==> src/rtl/seq_player.sv <==
// rtl/seq_player.sv - memory-game pattern generator: appends LFSR steps and plays the sequence on LEDs
module seq_player #(
    parameter int         DEPTH    = 16,
    parameter int         STEP_ON  = 8,
    parameter int         STEP_OFF = 4,
    parameter logic [7:0] SEED     = 8'hA5
) (
    input  logic                       CLK,
    input  logic                       RST,
    input  logic                       START,
    input  logic                       CLR_SEQ,
    input  logic [$clog2(DEPTH)-1:0]   RD_IDX,
    output logic [7:0]                 RD_DATA,
    output logic [7:0]                 LEDS,
    output logic [$clog2(DEPTH):0]     LEN,
    output logic                       BUSY,
    output logic                       DONE
);

    localparam int IW      = $clog2(DEPTH);
    localparam int CNT_MAX = (STEP_ON > STEP_OFF) ? STEP_ON : STEP_OFF;
    localparam int CW      = (CNT_MAX > 1) ? $clog2(CNT_MAX) : 1;

    localparam logic [CW-1:0] ON_LAST  = CW'(STEP_ON - 1);
    localparam logic [CW-1:0] OFF_LAST = CW'(STEP_OFF - 1);
    localparam logic [IW:0]   FULL     = (IW + 1)'(DEPTH);

    localparam logic [2:0] S_IDLE   = 3'd0;
    localparam logic [2:0] S_APPEND = 3'd1;
    localparam logic [2:0] S_SHOW   = 3'd2;
    localparam logic [2:0] S_GAP    = 3'd3;
    localparam logic [2:0] S_FIN    = 3'd4;

    logic [2:0]    state;
    logic [IW-1:0] idx;
    logic [CW-1:0] cnt;
    logic [IW:0]   seq_len;
    logic [7:0]    lfsr;
    logic [7:0]    mem [DEPTH];

    logic          lfsr_fb;
    logic          seq_full;
    logic          last_step;
    logic          mem_we;

    assign lfsr_fb   = lfsr[7] ^ lfsr[5] ^ lfsr[4] ^ lfsr[3];
    assign seq_full  = (seq_len == FULL);
    assign last_step = (({1'b0, idx} + (IW + 1)'(1)) == seq_len);
    assign mem_we    = (state == S_APPEND) && !CLR_SEQ && !seq_full;

    // Free-running in every state so the player's reaction time seeds the pattern.
    always_ff @(posedge CLK or negedge RST) begin
        if (!RST) begin
            lfsr <= SEED;
        end else begin
            lfsr <= {lfsr[6:0], lfsr_fb};
        end
    end

    always_ff @(posedge CLK or negedge RST) begin
        if (!RST) begin
            state   <= S_IDLE;
            seq_len <= '0;
            idx     <= '0;
            cnt     <= '0;
        end else if (CLR_SEQ) begin
            state   <= S_IDLE;
            seq_len <= '0;
            idx     <= '0;
            cnt     <= '0;
        end else begin
            case (state)
                S_IDLE: begin
                    if (START) begin
                        state <= S_APPEND;
                    end
                end
                S_APPEND: begin
                    if (!seq_full) begin
                        seq_len <= seq_len + (IW + 1)'(1);
                    end
                    idx   <= '0;
                    cnt   <= '0;
                    state <= S_SHOW;
                end
                S_SHOW: begin
                    if (cnt == ON_LAST) begin
                        cnt   <= '0;
                        state <= S_GAP;
                    end else begin
                        cnt <= cnt + CW'(1);
                    end
                end
                S_GAP: begin
                    if (cnt == OFF_LAST) begin
                        cnt <= '0;
                        if (last_step) begin
                            state <= S_FIN;
                        end else begin
                            idx   <= idx + IW'(1);
                            state <= S_SHOW;
                        end
                    end else begin
                        cnt <= cnt + CW'(1);
                    end
                end
                S_FIN: begin
                    state <= S_IDLE;
                end
                default: begin
                    state <= S_IDLE;
                end
            endcase
        end
    end

    // Step storage survives reset and CLR_SEQ; only LEN marks what is valid.
    always_ff @(posedge CLK) begin
        if (mem_we) begin
            mem[seq_len[IW-1:0]] <= lfsr;
        end
    end

    assign RD_DATA = mem[RD_IDX];
    assign LEDS    = (state == S_SHOW) ? mem[idx] : 8'h00;
    assign LEN     = seq_len;
    assign BUSY    = (state != S_IDLE);
    assign DONE    = (state == S_FIN);

endmodule

==> config.mk <==
export PLATFORM = sky130hd
export DESIGN_NAME = seq_player
export DESIGN_NICKNAME = d
export VERILOG_FILES = /design/src/rtl/seq_player.sv
export SDC_FILE = /design/constraint.sdc
export NUM_CORES = 1
export LEC_CHECK = 0
export CAP_MARGIN = 20
export CORE_MARGIN = 3
export CORE_UTILIZATION = 31
export DETAILED_ROUTE_END_ITERATION = 10
export PLACE_DENSITY = 0.45
export SETUP_SLACK_MARGIN = 0.5
export SYNTH_ARGS = -nofsm -noshare
export SYNTH_HDL_FRONTEND = slang
export SYNTH_SLANG_ARGS = --single-unit
==> constraint.sdc <==
create_clock -name CLK -period 2.85 [get_ports CLK]
set_input_delay 0.285 -clock CLK [delete_from_list [all_inputs] [get_ports CLK]]
set_output_delay 0.285 -clock CLK [all_outputs]
set_load 0.01 [all_outputs]
Word-level counts from Yosys, hierarchy flattened
Memories as Yosys holds them, arrays and structs flattened. Cells that the tools add are included.

Flip-flop bits (word level): 23. Memory bits (writable): 128. Bits of input ports: 8. Output and inout port bits: 23. Memories kept: 1.

$add $sub $neg: 4. Eq/ne operators: 13. Multiplexer cells: 20. Bitwise operators: 3. Reductions and logical operators: 12.

Memory list: mem (words 16, width 8, read ports 2, clocked after Yosys merged registers in 0, wr ports 1, RTL line 39) `logic [7:0] mem [DEPTH];`.

Operator list (number): 2-to-1 mux 3 bit (8); 2-to-1 mux 5 bit (3); 2-to-1 mux 4 bit (3); != test 3 bit (second input constant) (4); one-hot mux 3 bit (4 select lines) (1); == test 3 x 2 -> 1 bit (second input constant) (3); one-hot mux 3 bit (3 select lines) (1); 2-to-1 mux 8 bit (1); one-hot mux 4 bit (2 select lines) (1); == test 3 bit (second input constant) (2); AND reduction 3 bit (2); nonzero test 3 bit (2); adder 4 x 1 -> 5 bit (second input constant) (1); adder 5 x 1 -> 5 bit (second input constant) (1); == test 5 bit (1); == test 5 bit (second input constant) (1); adder 4 x 1 -> 4 bit (second input constant) (1); nonzero test 4 bit (1); adder 3 x 1 -> 3 bit (second input constant) (1); == test 3 x 1 -> 1 bit (second input constant) (1); logical NOT 3 bit (1); XOR 1 bit (3); logical AND 1 bit (2); logical NOT 1 bit (2); other kinds (4) (5).

Longest topological paths before layout
Depth in word-level cells: 6. Mapped depth: 7.

Worst setup path before layout
OpenSTA, ideal clock, no wires.

Path type: flip-flop to flip-flop. Start point: register seq_len[0] (netlist: LEN[0]). End point: memory mem[0][0] (enable). Arrival: 1.998 ns. Data required time: 2.467 ns. Setup slack: 0.468 ns. Cell stages (with the launch flop): 8. Buffers on the path: 0. Period minus slack after synthesis: 2.382 ns. Cell sequence: dfrtp_1 inv_1 ha_1 nand2_1 o311a_1 and2b_1 nand2_1 nor3_1.

Word-level cells in the longest chain between the ends: 5.

RTL lines: start: declaration (RTL line 37) `logic [IW:0] seq_len;`; start signal: assignment (RTL line 80) `seq_len <= seq_len + (IW + 1)'(1);`; == test 5 bit (RTL line 47) `assign seq_full = (seq_len == FULL);`; logical NOT 1 bit; logical AND 1 bit (RTL line 49) `assign mem_we = (state == S_APPEND) && !CLR_SEQ && !seq_full;`; 2-to-1 mux 1 bit (RTL line 119) `if (mem_we) begin`; 2-to-1 mux 1 bit (not written as such) (RTL line 120) `mem[seq_len[IW-1:0]] <= lfsr;`; end: declaration (RTL line 39).

Parallel ways exist; a longest one is shown, timed or not.

Worst setup path after layout
Start point: register idx[0]. End point: output LEDS[5].

Word-level cells in the longest chain between the ends: 2.

RTL lines: start: declaration (RTL line 35) `logic [IW-1:0] idx;`; start signal: assignment (RTL line 100) `idx <= idx + IW'(1);`; memory (16 x 8 bit); 2-to-1 mux 8 bit (RTL line 125) `assign LEDS = (state == S_SHOW) ? mem[idx] : 8'h00;`; end: declaration (RTL line 14) `output logic [7:0] LEDS,`.

Every way passes these cells.

==> metrics.cfg <==
[worst_setup_path]
worst_ep_required_time_ns=2.57
setup.worst_path.class=reg2out
rr_startpoint=idx[0]
worstSetupEndpointType=output pin
startpoint=idx[0]
worstPathMaxFanout=6
rrSetupSlack_ns=0.40
start_kind=register
worst_ep_arrival_time_ns=2.44

[drt]
dr_total_vias=4008
vias_per_cell=5.14
wl_per_cell_um=24.6
drt_iter0_markers=311
dr.pass1.iters=4
drt-total-wl_mm=19.2
drc=0
antenna_violating_nets_post_route=0

[synth]
ys_ff_latch=151
synth.net_count=406
synth_sequential_area_ratio_pct=60.2
area_share_of_the_largest_cell_type_after_synthesis_pct=52.3
instance_count_of_the_mapped_netlist=389
synth-main-ff-cell=sky130_fd_sc_hd__edfxtp_1
yosys.cell_types.count=51
synth_edf_count=128
synthDominantAreaCellType=sky130_fd_sc_hd__edfxtp_1
synth_top_cells_by_area=sky130_fd_sc_hd__edfxtp_1 52%, sky130_fd_sc_hd__mux4_2 19%, sky130_fd_sc_hd__dfrtp_1 6.5%
synthArstFlopShare_pct=15.2
count_of_synthesis_stage_warnings_from_yosys=0
post_synth_instance_area_mm2=0.00735
syn-mean-instance-area_um2=18.9

[clock_tree]
clkSlewWorstSetupHoldPaths_ns=0.06
tritoncts_clock_tree=done
cts_buffers=17
clock_latency_ns=0.42
clock-root-buffer=sky130_fd_sc_hd__clkbuf_16
cts.sink_count=151
cts.path.max_buffers=2
cts_htree_levels=4

[power_and_ir_drop]
leakage_nw=3.02
p_per_area_mw_per_mm2=657
power.total_w=0.00592
irDropWorstVdd_mv=0.358

[global_routing]
overflow=0
first_global_vias=4306
grt_pass1_wl_mm=28.6
track_usage_pct=15.6
largest_net_degree_at_the_start_of_global_routing=24
number_of_antenna_violations_at_the_first_check_in_global_routing=0

[finish]
flow.area_growth_from_synthesis_pct=22.7
antenna_cells_inserted=0
layout.cells.most_common_list=128 x sky130_fd_sc_hd__edfxtp_1, 76 x sky130_fd_sc_hd__mux4_2, 30 x sky130_fd_sc_hd__buf_4
design.final.nets=471
final_common_cell=sky130_fd_sc_hd__edfxtp_1
drive_gt1_share_pct=42.2
num-fill-cells=2126

[floorplan]
die_width_um=160
start_util_pct=32.0
die-area_mm2=0.0256
placementRows=55
dieHeight_um=160
ios=31
core-area_mm2=0.0230

[timing]
timing.max_slew.rel_slack_pct=41.2
worst_pin_slew_ns=0.882
period_share_pct=95.6
totalNegativeSetupSlack_ns=0
fmax_mhz=367
final-setup-viol-count=0
slew_viol_final=0
fin_skew_ns=0.00777
grt_setup_unrepaired=true
period_needed_ns=2.73
hold_viol_final=0

[min_path]
min-delay-path-class=in2async

[placement]
post-dp-hpwl_mm=11.8
portBuffers=30
place_congestion=0.746

[run_status]
run_status=finished clean

[job]
maxCapViolations=0

## layout make-up
type / count / area [µm²] / share of cell area (%)
clock buffer: 21 / 450 / 4.99
inverter: 5 / 18.8 / 0.208
multi-input combinational: 206 / 2770 / 30.7
tap: 313 / 392 / 4.34
sequential: 151 / 4430 / 49.1
timing repair buffer: 73 / 772 / 8.56
clock inverter: 11 / 195 / 2.16
## Yosys cell counts (2+ instances only)
library cell and instances:
sky130_fd_sc_hd__edfxtp_1 128, sky130_fd_sc_hd__mux4_2 63, sky130_fd_sc_hd__nor2_1 25, sky130_fd_sc_hd__dfrtp_1 19, sky130_fd_sc_hd__mux4_1 16, sky130_fd_sc_hd__nand2_1 11, sky130_fd_sc_hd__nor3_1 10, sky130_fd_sc_hd__ha_1 9
sky130_fd_sc_hd__clkbuf_1 8, sky130_fd_sc_hd__buf_2 7, sky130_fd_sc_hd__nor2b_4 7, sky130_fd_sc_hd__a21oi_1 6, sky130_fd_sc_hd__buf_1 6, sky130_fd_sc_hd__nor2b_1 6, sky130_fd_sc_hd__xor2_1 6, sky130_fd_sc_hd__inv_1 5
sky130_fd_sc_hd__nand2b_1 5, sky130_fd_sc_hd__xnor2_1 5, sky130_fd_sc_hd__dfstp_2 4, sky130_fd_sc_hd__nand4_1 3, sky130_fd_sc_hd__o21ai_0 3, sky130_fd_sc_hd__buf_12 2, sky130_fd_sc_hd__buf_6 2, sky130_fd_sc_hd__mux2_2 2
sky130_fd_sc_hd__nand3_1 2, sky130_fd_sc_hd__o211ai_1 2, sky130_fd_sc_hd__or2_2 2, sky130_fd_sc_hd__or3_1 2
## logic make-up (layout without fill, tap and decap cells)
kind of cell,after synthesis,in the layout,share of synthesized area (%)
multiplexers,84,84,26.0
XOR/XNOR,11,11,1.31
flip-flops,151,151,60.2
adder cells (fa/ha/maj),9,9,1.53
AND/OR/NAND/NOR,80,80,6.23
buffers and inverters,32,110,2.60
AO/OA/AOI/OAI,22,22,2.18
## registers in the layout (all words and copies together) (netlist names)
signal and cells:
cnt 3, mem 128, idx 4, lfsr 8, state 3, LEN 5
## through the flow
step / cells / worst slack [ns] / utilization, % / cell area [µm²] / hold WS (ns)
final: 780 / 0.125 / 39.2 / 9020 / 0.247
after global routing: 780 / 0.0690 / 39.2 / 9020 / 0.275
after global placement: 736 / 0.0870 / 35.6 / 8180 / 0.512
after detailed placement: 736 / 0.0898 / 35.6 / 8180 / 0.509
after floorplan: 389 / 0.470 / - / 7360 / -0.0106
after CTS: 780 / 0.104 / 39.3 / 9030 / 0.248
## metal layers
metal,global-route usage (%),up-vias,part of all wire [%]
met3,3.14,18,3.1
met1,21.2,2159,45
met5,0,-,0
li1,-,1739,-
met2,25.7,92,50
met4,4.14,0,1.6
## worst paths after layout
path / endpoint / cells past startpoint
hold / removal: state[1] / 2
setup reg to reg: idx[0] / 9
hold reg to reg: lfsr[3] / 0
setup / recovery: LEDS[5] / 7
max in group asynchronous: lfsr[5] / 2
min in group CLK: lfsr[3] / 0
## report_power, final
| part | internal (W) | switching (W) |
|---|---|---|
| Clock | 0.00158 | 0.000875 |
| Combinational | 0.000502 | 0.000466 |
| Sequential | 0.00243 | 0.0000684 |
| Total | 0.00451 | 0.00141 |
## what timing repair did
action,in CTS,in global routing
endpoints found under the setup margin,74,132
gates resized for setup,81,18
gates cloned,4,0
setup buffers,8,0
pin swaps,6,2
hold buffers,0,0
## critical path, stage by stage (launching register included)
cell and delay [ns]:
sky130_fd_sc_hd__dfrtp_2 0.39, sky130_fd_sc_hd__buf_12 0.14, sky130_fd_sc_hd__buf_12 0.11, sky130_fd_sc_hd__buf_16 0.12, sky130_fd_sc_hd__mux4_2 0.50, sky130_fd_sc_hd__mux4_2 0.48
sky130_fd_sc_hd__nor2b_4 0.14, sky130_fd_sc_hd__buf_6 0.14
Note: power is estimated with default switching activity, not from simulation.
